File: src/rtl/ctech_lib_latch_rf_wr_ctrl.sv
// ---------------------------------------------------------------------------
// ctech_lib_latch_rf_wr_ctrl
//
// Write-port sequencer for a latch-based register file. One write is taken
// per valid/ready handshake. The data is staged on a shared bus, then exactly
// one row enable is pulsed high for OPEN_CYC cycles. Data is held stable for
// a full cycle before the enable rises and a full cycle after it falls.
//
// latch_en[i] drives the clk pin of row i; latch_d drives the d pins of all
// rows. Both come straight from flops, so the latch clocks are glitch-free.
//
// Ports
//   clk       : single clock
//   rst       : synchronous, active-high reset
//   wr_vld    : write request valid
//   wr_rdy    : controller can accept a write (idle and not in reset)
//   wr_addr   : target row, sampled only on accept
//   wr_data   : write data, sampled only on accept
//   latch_en  : one-hot row enables (at most one bit high)
//   latch_d   : staged write data
//   wr_done   : one-cycle pulse when a write has completed
//   wr_err    : one-cycle pulse when an out-of-range write was dropped
//
// State table
//   state   | meaning
//   --------+-------------------------------------------------
//   S_IDLE  | waiting for a write; latch_d held, enables low
//   S_SETUP | data driven on latch_d, enables still low
//   S_OPEN  | selected enable high for OPEN_CYC cycles
//   S_HOLD  | enables low, data held, wr_done high
// ---------------------------------------------------------------------------
module ctech_lib_latch_rf_wr_ctrl #(
    parameter int DEPTH    = 8,
    parameter int WIDTH    = 32,
    parameter int OPEN_CYC = 1,
    parameter int AW       = $clog2(DEPTH)
) (
    input  logic             clk,
    input  logic             rst,
    input  logic             wr_vld,
    output logic             wr_rdy,
    input  logic [AW-1:0]    wr_addr,
    input  logic [WIDTH-1:0] wr_data,
    output logic [DEPTH-1:0] latch_en,
    output logic [WIDTH-1:0] latch_d,
    output logic             wr_done,
    output logic             wr_err
);

    // OPEN_CYC is at most 15, so a 4-bit down-counter covers every legal value.
    localparam int          CW        = 4;
    localparam logic [CW-1:0] OPEN_LOAD = CW'(OPEN_CYC - 1);

    // One extra bit so DEPTH itself is representable when DEPTH is a power of 2.
    localparam logic [AW:0] DEPTH_W   = (AW + 1)'(DEPTH);

    typedef enum logic [1:0] {
        S_IDLE  = 2'd0,
        S_SETUP = 2'd1,
        S_OPEN  = 2'd2,
        S_HOLD  = 2'd3
    } state_t;

    state_t            state;
    state_t            state_nxt;

    logic [AW-1:0]     addr_q;
    logic [AW-1:0]     addr_nxt;
    logic [CW-1:0]     open_cnt;
    logic [CW-1:0]     cnt_nxt;
    logic [DEPTH-1:0]  en_nxt;
    logic [WIDTH-1:0]  d_nxt;
    logic              done_nxt;
    logic              err_nxt;

    logic              accept;
    logic              in_range;
    logic              cnt_tc;
    logic [DEPTH-1:0]  row_sel;

    assign wr_rdy   = (state == S_IDLE) && !rst;
    assign accept   = wr_vld && wr_rdy;
    assign in_range = ({1'b0, wr_addr} < DEPTH_W);
    assign cnt_tc   = (open_cnt == '0);

    // Decode of the registered address; addr_q is always < DEPTH here.
    always_comb begin
        row_sel = '0;
        for (int i = 0; i < DEPTH; i++) begin
            row_sel[i] = (addr_q == AW'(i));
        end
    end

    // ------------------------------------------------------------------
    // State and datapath registers
    // ------------------------------------------------------------------
    always_ff @(posedge clk) begin
        if (rst) begin
            state    <= S_IDLE;
            addr_q   <= '0;
            open_cnt <= '0;
            latch_en <= '0;
            latch_d  <= '0;
            wr_done  <= 1'b0;
            wr_err   <= 1'b0;
        end else begin
            state    <= state_nxt;
            addr_q   <= addr_nxt;
            open_cnt <= cnt_nxt;
            latch_en <= en_nxt;
            latch_d  <= d_nxt;
            wr_done  <= done_nxt;
            wr_err   <= err_nxt;
        end
    end

    // ------------------------------------------------------------------
    // Next-state logic
    // ------------------------------------------------------------------
    always_comb begin
        state_nxt = state;
        case (state)
            S_IDLE: begin
                // Out-of-range writes are dropped without leaving IDLE so the
                // requester can issue the next write on the following cycle.
                if (accept && in_range) begin
                    state_nxt = S_SETUP;
                end
            end
            S_SETUP: begin
                state_nxt = S_OPEN;
            end
            S_OPEN: begin
                if (cnt_tc) begin
                    state_nxt = S_HOLD;
                end
            end
            S_HOLD: begin
                state_nxt = S_IDLE;
            end
            default: begin
                state_nxt = S_IDLE;
            end
        endcase
    end

    // ------------------------------------------------------------------
    // Output / datapath next values (all registered above)
    // ------------------------------------------------------------------
    always_comb begin
        addr_nxt = addr_q;
        cnt_nxt  = open_cnt;
        d_nxt    = latch_d;
        en_nxt   = '0;
        done_nxt = 1'b0;
        err_nxt  = 1'b0;
        case (state)
            S_IDLE: begin
                if (accept) begin
                    if (in_range) begin
                        addr_nxt = wr_addr;
                        d_nxt    = wr_data;
                    end else begin
                        err_nxt  = 1'b1;
                    end
                end
            end
            S_SETUP: begin
                en_nxt  = row_sel;
                cnt_nxt = OPEN_LOAD;
            end
            S_OPEN: begin
                // Enable stays up until the counter reaches terminal count;
                // dropping it and raising wr_done land on the same edge.
                if (!cnt_tc) begin
                    cnt_nxt = open_cnt - CW'(1);
                    en_nxt  = latch_en;
                end else begin
                    done_nxt = 1'b1;
                end
            end
            S_HOLD: begin
                en_nxt = '0;
            end
            default: begin
                en_nxt = '0;
            end
        endcase
    end

endmodule

File: config.mk
export PLATFORM = sky130hd
export DESIGN_NAME = ctech_lib_latch_rf_wr_ctrl
export DESIGN_NICKNAME = d
export VERILOG_FILES = /design/src/rtl/ctech_lib_latch_rf_wr_ctrl.sv
export SDC_FILE = /design/constraint.sdc
export NUM_CORES = 1
export LEC_CHECK = 0
export ABC_AREA = 1
export CORE_MARGIN = 3
export CORE_UTILIZATION = 43
export CTS_CLUSTER_DIAMETER = 80
export DETAILED_ROUTE_END_ITERATION = 10
export PLACE_DENSITY = 0.8
export RECOVER_POWER = 50
export SETUP_SLACK_MARGIN = 0.15
export SLEW_MARGIN = 40
export SYNTH_ARGS = -nofsm -noshare
export SYNTH_HDL_FRONTEND = slang
export SYNTH_SLANG_ARGS = --single-unit
File: constraint.sdc
create_clock -name clk -period 1.4 [get_ports clk]
set_input_delay 0.35 -clock clk [delete_from_list [all_inputs] [get_ports clk]]
set_output_delay 0.35 -clock clk [all_outputs]
set_load 0.01 [all_outputs]
======== Word-level counts from Yosys, hierarchy flattened ========
Cells that the tools add are included.
Widths: inputs -> output; s select.
cells by class
  add/sub/neg operators ................... 1
  equal/unequal tests ..................... 13
  multiplexer cells ....................... 8
  bitwise logic cells ..................... 1
  reductions and logical operators ........ 11
operators by type and width
  operator             number
  $pmux 8 s2           1
  $eq 3x3->1 const B   4
  $mux 8               1
  $pmux 2 s4           1
  $pmux 4 s2           1
  $eq 3x2->1 const B   2
  $ne 2x2->1 const B   3
  $reduce_and 2->1     3
  $eq 2x2->1 const B   2
  $logic_not 4->1      1
  $mux 2               2
  $mux 4               1
  $sub 4x1->4 const B  1
  $eq 3x1->1 const B   1
  $logic_not 3->1      1
  $eq 2x1->1 const B   1
  $logic_and 1x1->1    2
  $logic_not 2->1      1
  $reduce_bool 2->1    1
  $reduce_or 2->1      1
  $logic_not 1->1      1
  $mux 1               1
  $not 1->1            1
storage, ports and cells
  bits in registers ....................... 50
  input port bits ......................... 38
  output and inout bits ................... 43
  word-level logic and storage cells ...... 40

======== Logic depth before layout (Yosys ltp) ========
Gate-level depths: netlist of run 1.
  word-level depth ........................ 5
  depth in mapped cells ................... 7
  mapped depth without buffers ............ 7

======== Worst setup path before layout of run 1 ========
Ideal clock, no wire load.
  kind .................................... register -> output
  start point ............................. register state[0]
  end point ............................... output port wr_rdy
  arrival time ............................ 0.973 ns
  data required time ...................... 1.050 ns
  setup slack ............................. 0.077 ns
  stages on the path, launching flop included .. 6
  path buffers ............................ 1
  path through ............................ dfxtp_1 > inv_1 > ha_1 > inv_2 > nor2_4 > buf_2
on the way
  longest elaborated chain between the ends .. 2
RTL lines
  element                 RTL line  RTL
  start, declared         64        state_t state;
  start signal, assigned  107       state <= state_nxt;
  $logic_not 2->1         81        assign wr_rdy = (state == S_IDLE) && !rst;
  $logic_and 1x1->1       81
  end, declared           41        output logic wr_rdy,
No other way between the ends.

======== Worst setup path in the final report of run 1 ========
Ends and elaborated chain as after synthesis.

==> impl_metrics.json, run 1 <==
{
  "root_buffer": "clkbuf_8",
  "die_area_sq_um": 5530,
  "syn_avg_cell_area_sq_um": 8.14,
  "fin_ws_ps": -66.5,
  "clockPowerShare": 0.204,
  "synth-warning-count": 0,
  "gp_congestion": 0.750,
  "drc": 0,
  "cts-htree-levels": 2,
  "cp_max_fo": 2,
  "violations": "setup timing",
  "place_ws_ps": -468,
  "postRouteWirelength_um": 5640,
  "antenna_left": 0,
  "min-delay-start": "latch_d[30]",
  "clock_skew_ps": 6.59,
  "synth_edf_count": 0,
  "yosysSeqAreaShare": 0.498,
  "ir_drop_mv": 0.863,
  "multi_input_area_sq_um": 1030,
  "yosysMostFrequentCell": "nand3_1",
  "fin_crit_ps": 1470,
  "p_int_mw": 2.75,
  "slew_violations": 0,
  "drt_pass1_iterations": 4,
  "drt_iter0_drc": 131,
  "core_area_sq_um": 4440,
  "synth_top_cell_by_area": "dfxtp_1",
  "path_class": "register to output port",
  "comb_power_share": 0.360,
  "seqPwrFrac": 0.436,
  "cpPeakStageDelay_ps": 330,
  "run_status": "finished with violations",
  "placed_area_sq_um": 2840,
  "cap_violations": 0,
  "tns_ps": -66.5,
  "fin_crit_sh": 1.05,
  "num_io_pins": 81,
  "cts.clk_slew.worst_paths_ps": 90,
  "worstPathArrival_ps": 1120,
  "r2r-start": "open_cnt[1]",
  "startpoint_type": "register",
  "synth_area_leaders": "dfxtp_1, nand3_1, nand2_1, a21oi_1, buf_6",
  "hpwl_um": 3600,
  "cts_made_buffers": 5,
  "grt_pass1_wl_um": 8170,
  "cpMostUsedCell": "inv_2",
  "path_buf_inv": 3,
  "power_switching_mw": 1.46,
  "end_kind": "output port",
  "hold_class": "register to register",
  "switching_share": 0.346,
  "clock-sinks": 50,
  "crit_chain": "inv_2 > ha_4 > inv_2 > nor2_4 > buf_6",
  "synth_top_area_share": 0.498,
  "syn_inst": 247,
  "power_density_nw_per_um2": 1410,
  "grt_pass1_vias": 1783,
  "synthFlopType": "dfxtp_1",
  "regArea_sq_um": 1010,
  "wl_per_cell_um": 14.6,
  "final_nets": 375,
  "antenna_found_initial": 0,
  "overflow": 0,
  "rows": 24,
  "vias_per_cell": 5.30,
  "rr_endpoint": "latch_en[1]",
  "clockBufferDepth": 2,
  "diodes": 0,
  "slowest_stage": "dfxtp_2",
  "clock_latency_ps": 300,
  "ys_ff_latch": 50,
  "crit_required_ps": 1050,
  "via_count": 2046,
  "die_w_um": 74.4,
  "synth_area_sq_um": 2010,
  "die_h_um": 74.4,
  "synth_cell_types": 24,
  "start_util": 0.452,
  "tritoncts": "built",
  "p_leak_nw": 1.21,
  "numPortBuffers": 79,
  "max_freq_mhz": 682,
  "power_mw": 4.20,
  "drive_gt1_frac": 0.234,
  "stdcell_area_sq_um": 2970,
  "postCtsHoldBufs": 0,
  "grt_max_degree": 34,
  "whs_ps": 464,
  "holdPathStages": 2,
  "cp_top_family": "flip-flops",
  "fillers": 389,
  "holdPathEnd": "latch_d[30]",
  "synth_nets": 289,
  "track_usage": 0.191,
  "rsz0062_at_grt": "yes",
  "hold_viol": 0,
  "syn2layout_area_growth_pct": 47.8,
  "reg2reg_slack_ps": 20,
  "ys_top_cells_by_count": "nand3_1, dfxtp_1, nand2_1",
  "setup_viol": 1,
  "async_reset_ff_frac": 0,
  "reg2reg_depth": 6
}
[per-layer routing]
metal  up-vias  global-route usage  part of all wire
met2        83               0.302              0.50
met5         -                   0                 0
met3        13              0.0608             0.075
met1       949               0.241              0.41
met4         0              0.0771             0.021
li1       1001                   -                 -
[worst register-to-register path, cell delays in order, from the launching register on]
cell,delay (ps)
dfxtp_1,360
inv_1,80
ha_4,180
nand2_2,250
nand2_4,120
o21ai_0,230
a21oi_2,50
[registers in the layout, summed over array words and instances (netlist names)]
name,count
addr_q,3
latch_d,32
latch_en,8
open_cnt,4
state,2
wr_done,1
[worst max-delay path by stage]
stage / start / end / slack, ps / cells after the start
3_5_place_dp: rst / wr_rdy / -470 / 3
6_report: state[0] / wr_rdy / -70 / 5
4_1_cts: state[1] / wr_rdy / -90 / 5
5_1_grt: state[0] / wr_rdy / -130 / 5
3_3_place_gp: rst / wr_rdy / -500 / 3
2_1_floorplan: state[0] / wr_rdy / 150 / 5
[layout by cell type (no fill, tap or decap), types with 4 or more instances in the layout]
cell type	count
nand3_1	73
dfxtp_1	42
nand2_1	37
clkdlybuf4s50_1	36
clkbuf_1	33
buf_4	13
a21oi_2	9
dfxtp_2	8
a21oi_1	7
inv_1	6
nand2_2	6
clkbuf_8	6
inv_2	5
o21ai_1	5
nand3_2	4
ha_4	4
clkdlybuf4s25_1	4
clkdlybuf4s15_2	4
buf_6	4
[power groups by stage]
stage / combinational [mW] / clock (mW) / sequential, mW
after floorplan: 0.623 / 0 / 1.94
after global placement: 1.42 / 0 / 1.84
after detailed placement: 1.44 / 0 / 1.84
after CTS: 1.44 / 0.881 / 1.82
after global routing: 1.64 / 0.942 / 1.86
final: 1.51 / 0.856 / 1.83
[cells by family (layout without fill, tap and decap cells)]
kind of cell / after synthesis / after routing / synth area share
compound gates: 28 / 28 / 0.0735
xor+xnor: 1 / 1 / 0.00436
fa+ha+maj: 4 / 4 / 0.0249
buf+inv: 31 / 116 / 0.0890
flops: 50 / 50 / 0.498
other cells: 1 / 1 / 0.00187
simple gates: 132 / 134 / 0.308
[area by class of cell]
class / count / share of cell area
well taps: 52 / 0.0219
repair buffers: 96 / 0.245
clock buffers: 7 / 0.0291
multi-input cells: 168 / 0.346
clock inverters: 1 / 0.00168
inverters: 12 / 0.0160
flip-flops and latches: 50 / 0.340
[what timing repair did]
action                     CTS  global route
pin swaps                    2             9
cloned                       2             0
buffers inserted             0             3
setup endpoints to repair   91            90
hold endpoints to repair     0             0
resized for setup          117            72
[stage by stage]
stage / utilization / std cells
after global routing: 0.668 / 386
after floorplan: - / 247
after global placement: 0.639 / 373
after CTS: 0.683 / 383
after detailed placement: 0.639 / 373
final: 0.668 / 386
No activity file was read; power rests on OpenSTA's default activity.
==> run 2: changes to the inputs <==
- HOLD_SLACK_MARGIN: default -> 0.03
- clock period: 1.4 -> 1.35 ns (I/O delays scaled with it)
==> run 2 against run 1 <==
Effect of this change:
- the run still ends with setup timing left
- count of clock-buffer cells in the layout is 1 lower
- final area is 6.1% higher
- setup slack worse by 21 ps
- sequential share of layout area is 1.7 points lower
- global-route usage is 0.82 points higher
- die area stayed put
- critical path depth stayed put
- register-to-register slack worse by 90 ps
- total power is 11% higher
- non-clock buffer count is 11 higher
- critical endpoint unchanged
==> impl_metrics.json, run 2 (synthesis gave the netlist of run 1 again) <==
{
  "rsz0062_at_grt": "yes",
  "cpMostUsedCell": "inv_2",
  "start_util": 0.452,
  "tns_ps": -176,
  "rows": 24,
  "grtUsageMet1": 0.233,
  "whs_ps": 462,
  "fin_crit_ps": 1440,
  "end_kind": "output port",
  "slowest_stage": "dfxtp_2",
  "drc": 0,
  "drt_iter0_drc": 153,
  "hpwl_um": 3490,
  "hold_class": "register to register",
  "fin_ws_ps": -87.5,
  "grt_pass1_wl_um": 8460,
  "fin_crit_sh": 1.06,
  "grt_pass1_vias": 1785,
  "clock_skew_ps": 9.25,
  "track_usage": 0.199,
  "violations": "setup timing",
  "crit_chain": "inv_2 > ha_4 > inv_2 > nor2_4 > buf_6",
  "placed_area_sq_um": 2880,
  "setup_viol": 5,
  "cp_max_fo": 2,
  "drt_pass1_iterations": 4,
  "cts.clk_slew.worst_paths_ps": 90,
  "gp_congestion": 0.761,
  "layout_commonest_cell": "nand3_1",
  "power_density_nw_per_um2": 1480,
  "wl_per_cell_um": 16.0,
  "grt_busiest_layer": "met2",
  "die_area_sq_um": 5530,
  "p_leak_nw": 1.38,
  "cp_top_family": "flip-flops",
  "via_count": 2102,
  "antenna_found_initial": 0,
  "top_register": "latch_d",
  "die_w_um": 74.4,
  "cts_made_buffers": 5,
  "slew_violations": 0,
  "startpoint_type": "register",
  "cpPeakStageDelay_ps": 330,
  "root_buffer": "clkbuf_8",
  "stdcell_area_sq_um": 3150,
  "clock_latency_ps": 310,
  "cts-htree-levels": 2,
  "postRouteWirelength_um": 6290,
  "vias_per_cell": 5.34,
  "ir_drop_mv": 0.755,
  "grt_max_degree": 34,
  "path_buf_inv": 3,
  "overflow": 0,
  "syn2layout_area_growth_pct": 56.9,
  "run_status": "finished with violations",
  "drive_gt1_frac": 0.354,
  "max_freq_mhz": 696,
  "use_met3": 0.0622,
  "worstPathArrival_ps": 1100,
  "place_ws_ps": -513,
  "diodes": 0,
  "top_regs": "latch_d: 32 flops, latch_en: 8 flops, open_cnt: 4 flops",
  "path_class": "register to output port",
  "largest_reg_flops": 32,
  "final_nets": 384,
  "die_h_um": 74.4,
  "core_area_sq_um": 4440,
  "grt_use_met2": 0.345,
  "clock-sinks": 50,
  "antenna_left": 0,
  "fin_util": 0.709,
  "clockBufferDepth": 2,
  "hold_viol": 0,
  "num_io_pins": 81,
  "crit_required_ps": 1010,
  "numPortBuffers": 79,
  "postCtsHoldBufs": 0,
  "cap_violations": 0,
  "tritoncts": "built",
  "layout_common_cells": "nand3_1, nand2_1, dfxtp_1, clkdlybuf4s50_1, buf_2"
}
## run 2: cell count changes in the layout (fill, tap and decap cells not counted), sizes merged
cell	previous run	this run
bufinv	0	1
clkdlybuf4s15	4	0
clkbuf	40	24
buf	18	52
clkdlybuf4s25	4	0
nand2	46	44
clkinv	1	0
## run 2: routing by layer
| layer | vias up | part of all wire |
|---|---|---|
| met2 | 70 | 0.51 |
| met5 | - | 0 |
| met1 | 1003 | 0.41 |
| li1 | 1019 | - |
| met4 | 0 | 0.022 |
| met3 | 10 | 0.063 |
## run 2: where the power goes
group	leakage (nW)	switching, mW	internal [mW]
clock network	0.0573	0.489	0.593
logic	0.904	0.937	0.717
registers	0.415	0.160	1.75
## run 2: metrics by stage
step / power [mW] / cells
6_report: 4.65 / 394
5_1_grt: 4.89 / 394
4_1_cts: 4.50 / 385
3_5_place_dp: 3.44 / 374
3_3_place_gp: 3.40 / 374
2_1_floorplan: 2.69 / 247
## run 2: worst paths after layout
| check | end | cells after the start | slack [ps] | startpoint |
|---|---|---|---|---|
| max | wr_rdy | 5 | -90 | state[1] |
| min | latch_d[4] | 2 | 460 | latch_d[4] |
| min reg2reg | latch_d[4] | 2 | 460 | latch_d[4] |
| max reg2reg | latch_en[3] | 8 | -70 | state[1] |
## run 2: worst min-delay path, stage by stage (launching register included)
cell	delay, ps
dfxtp_2	330
nand3_1	70
nand2_1	40
## run 2: layout make-up
class	instances	area (sq um)
timing repair buffer	107	851
inverter	12	52.6
clock inverter	1	30.0
clock buffer	6	82.6
multi-input combinational	166	1050
tap	52	65.1
sequential	50	1020
fill	372	1290
## run 2: what timing repair did
action | CTS | global route
gates cloned | 0 | 3
buffers inserted | 4 | 6
endpoints found under the setup margin | 91 | 65
pin swaps | 4 | 18
gates resized for setup | 206 | 55
==> patch (flow settings as in run 2) <==
Register the output `wr_err` once more, with the module's reset; this adds one clock of latency there. The other outputs are not delayed to match. Comments in the files are not updated.
--- a/src/rtl/ctech_lib_latch_rf_wr_ctrl.sv
+++ b/src/rtl/ctech_lib_latch_rf_wr_ctrl.sv
@@ -62,4 +62,6 @@
     } state_t;
 
+    logic wr_err_s0;
+
     state_t            state;
     state_t            state_nxt;
@@ -103,5 +105,5 @@
             latch_d  <= '0;
             wr_done  <= 1'b0;
-            wr_err   <= 1'b0;
+            wr_err_s0 <= 1'b0;
         end else begin
             state    <= state_nxt;
@@ -111,5 +113,5 @@
             latch_d  <= d_nxt;
             wr_done  <= done_nxt;
-            wr_err   <= err_nxt;
+            wr_err_s0 <= err_nxt;
         end
     end
@@ -189,4 +191,12 @@
     end
 
+    always_ff @(posedge clk) begin
+        if (rst) begin
+            wr_err <= '0;
+        end else begin
+            wr_err <= wr_err_s0;
+        end
+    end
+
 endmodule
 
Formal check against the unedited RTL: equivalent (Yosys induction, for registers that start in step).
==> patch against run 2 <==
- the run still ends with negative setup slack left
- sequential cell count unchanged
- hold slack got worse by 1.9 ps
- routed wire length decreased by 12%
- count of clock-buffer cells in the layout increased by 1
- area after synthesis increased by 0.87%
- global-route usage decreased by 0.93 points
- setup slack improved by 27 ps
- final area decreased by 2.2%
- non-clock buffer count decreased by 6
- power increased by 7.7%
- fmax increased by 1.9%
- critical path type unchanged
==> patch: results <==
[run_status]
outcome = "finished, violations left"
violations = "negative setup slack"

[synth]
synthMuxAreaShare_pct = 0
synth-compound-area-share_pct = 5.31
synthXorXnorAreaFrac_pct = 0.432
ys_top_cells_by_count = "nand3_1 (72), dfxtp_1 (50), nand2_1 (50)"
synth_nets = 298
yosysSeqAreaShare_pct = 49.4
yosysWarnings = 0
yosys.area_share.adder_pct = 2.47
ys_top_cells_by_area = "dfxtp_1 (49%), nand3_1 (18%), nand2_1 (9.3%), buf_6 (3.3%), nor2_1 (3.1%)"
synth_cell_types = 23

[power_and_ir_drop]
peakVddDrop_mv = 0.786
power.internal_mw = 3.15
power.leakage_nw = 1.48

[global_routing]
antenna_found_initial = 0
grt_pass1_wl_mm = 8.31
grt_max_degree = 34
grt_pass1_vias = 1909
grt.total_usage_pct = 19.0

[route]
via_count = 2047
drtIter0Drc = 118
wirelength_mm = 5.52

[clock_tree]
clkSlewWorstSetupHoldPaths_ps = 80
htreeDepth = 2
worstSkewPairLatency_ps = 300

[worst_setup_path]
crit_fanout = 2
reg2regPathDepth = 11
crit_path_end = "wr_rdy"
arrival_ps = 1070
r2r-end = "latch_en[1]"
setup.reg_to_reg.worst_slack_ps = -50

[finish]
final_util_pct = 69.4
drive_gt1_share_pct = 39.1
nNetsFinal = 390
n_fill_cell = 368
diodes = 0
top_regs = "latch_d x32, latch_en x8, open_cnt x4"

[hold_path]
hold_path.class = "register to register"

[placed_design]
routabilityCongestion = 0.759
dpl_cell_area_um2 = 2890
portBuffers = 79
dp_hpwl_mm = 3.57
place_ws_ps = -476

[sta]
setup_viol = 7
final-hold-violation-count = 0
clock_skew_ps = 4.12
setup_ws_ps = -60.7
patch: cell types whose count changed after synthesis, moves of 3 or more:
| cell | delta |
|---|---|
| nor3_1 | +5 |
| a21oi_1 | -8 |
| nand2_1 | +7 |
| nand3_1 | -5 |
| nand4_1 | -3 |
| nor2_1 | +13 |
patch: what timing repair did:
action / in CTS / in global routing
setup buffers: 4 / 3
pin swaps: 5 / 20
cloned: 3 / 0
endpoints found under the setup margin: 91 / 77
resized for setup: 194 / 50
patch: area by class of cell:
cell class / instances / area share (%)
flip-flops and latches: 50 / 33.6
well taps: 52 / 2.11
clock buffers: 7 / 2.47
repair buffers: 101 / 26.7
inverters: 13 / 1.83
multi-input cells: 177 / 33.3
patch: worst max-delay path, cell delays in order (launching register included):
cell     delay [ps]
dfxtp_2         330
inv_2            70
ha_4            130
inv_2            40
nor2_4           90
buf_6           110
patch: cells by family after synthesis:
| logic type | Yosys count |
|---|---|
| adders and majority gates | 4 |
| xor gates and xnor gates | 1 |
| buffers and inverters | 31 |
| and+or+nand+nor | 149 |
| DFF | 50 |
| other | 1 |
| AOI/OAI and AO/OA | 20 |
patch: how the worst min path moves through the flow:
stage | start | to | slack, ps | cells after the start
4_1_cts | latch_d[19] | latch_d[19] | 460 | 2
3_5_place_dp | open_cnt[0] | open_cnt[0] | 450 | 1
5_1_grt | latch_d[15] | latch_d[15] | 480 | 2
6_report | latch_d[19] | latch_d[19] | 460 | 2
2_1_floorplan | open_cnt[0] | open_cnt[0] | 430 | 1
3_3_place_gp | open_cnt[0] | open_cnt[0] | 450 | 1
patch: metrics by stage:
| stage | setup TNS [ps] | instances | hold WS, ps |
|---|---|---|---|
| 2_1_floorplan | 0 | 256 | 426 |
| 3_3_place_gp | -13090 | 383 | 449 |
| 3_5_place_dp | -13060 | 383 | 449 |
| 4_1_cts | -68.4 | 397 | 464 |
| 5_1_grt | -837 | 400 | 479 |
| 6_report | -243 | 400 | 460 |
patch: routing by layer:
metal,vias up,global-route usage (%),routed length [um]
li1,1029,-,-
met1,951,21.2,2260
met2,60,34.2,2810
met3,7,5.74,376
met4,0,6.52,78
met5,-,0,0
patch: power groups by stage:
stage / combinational [mW] / sequential [mW] / clock [mW]
after CTS: 2.11 / 1.96 / 0.834
after detailed placement: 1.86 / 1.96 / 0
after global placement: 1.83 / 1.95 / 0
after global routing: 2.43 / 2.00 / 0.886
final: 2.23 / 1.97 / 0.815
after floorplan: 0.999 / 2.05 / 0
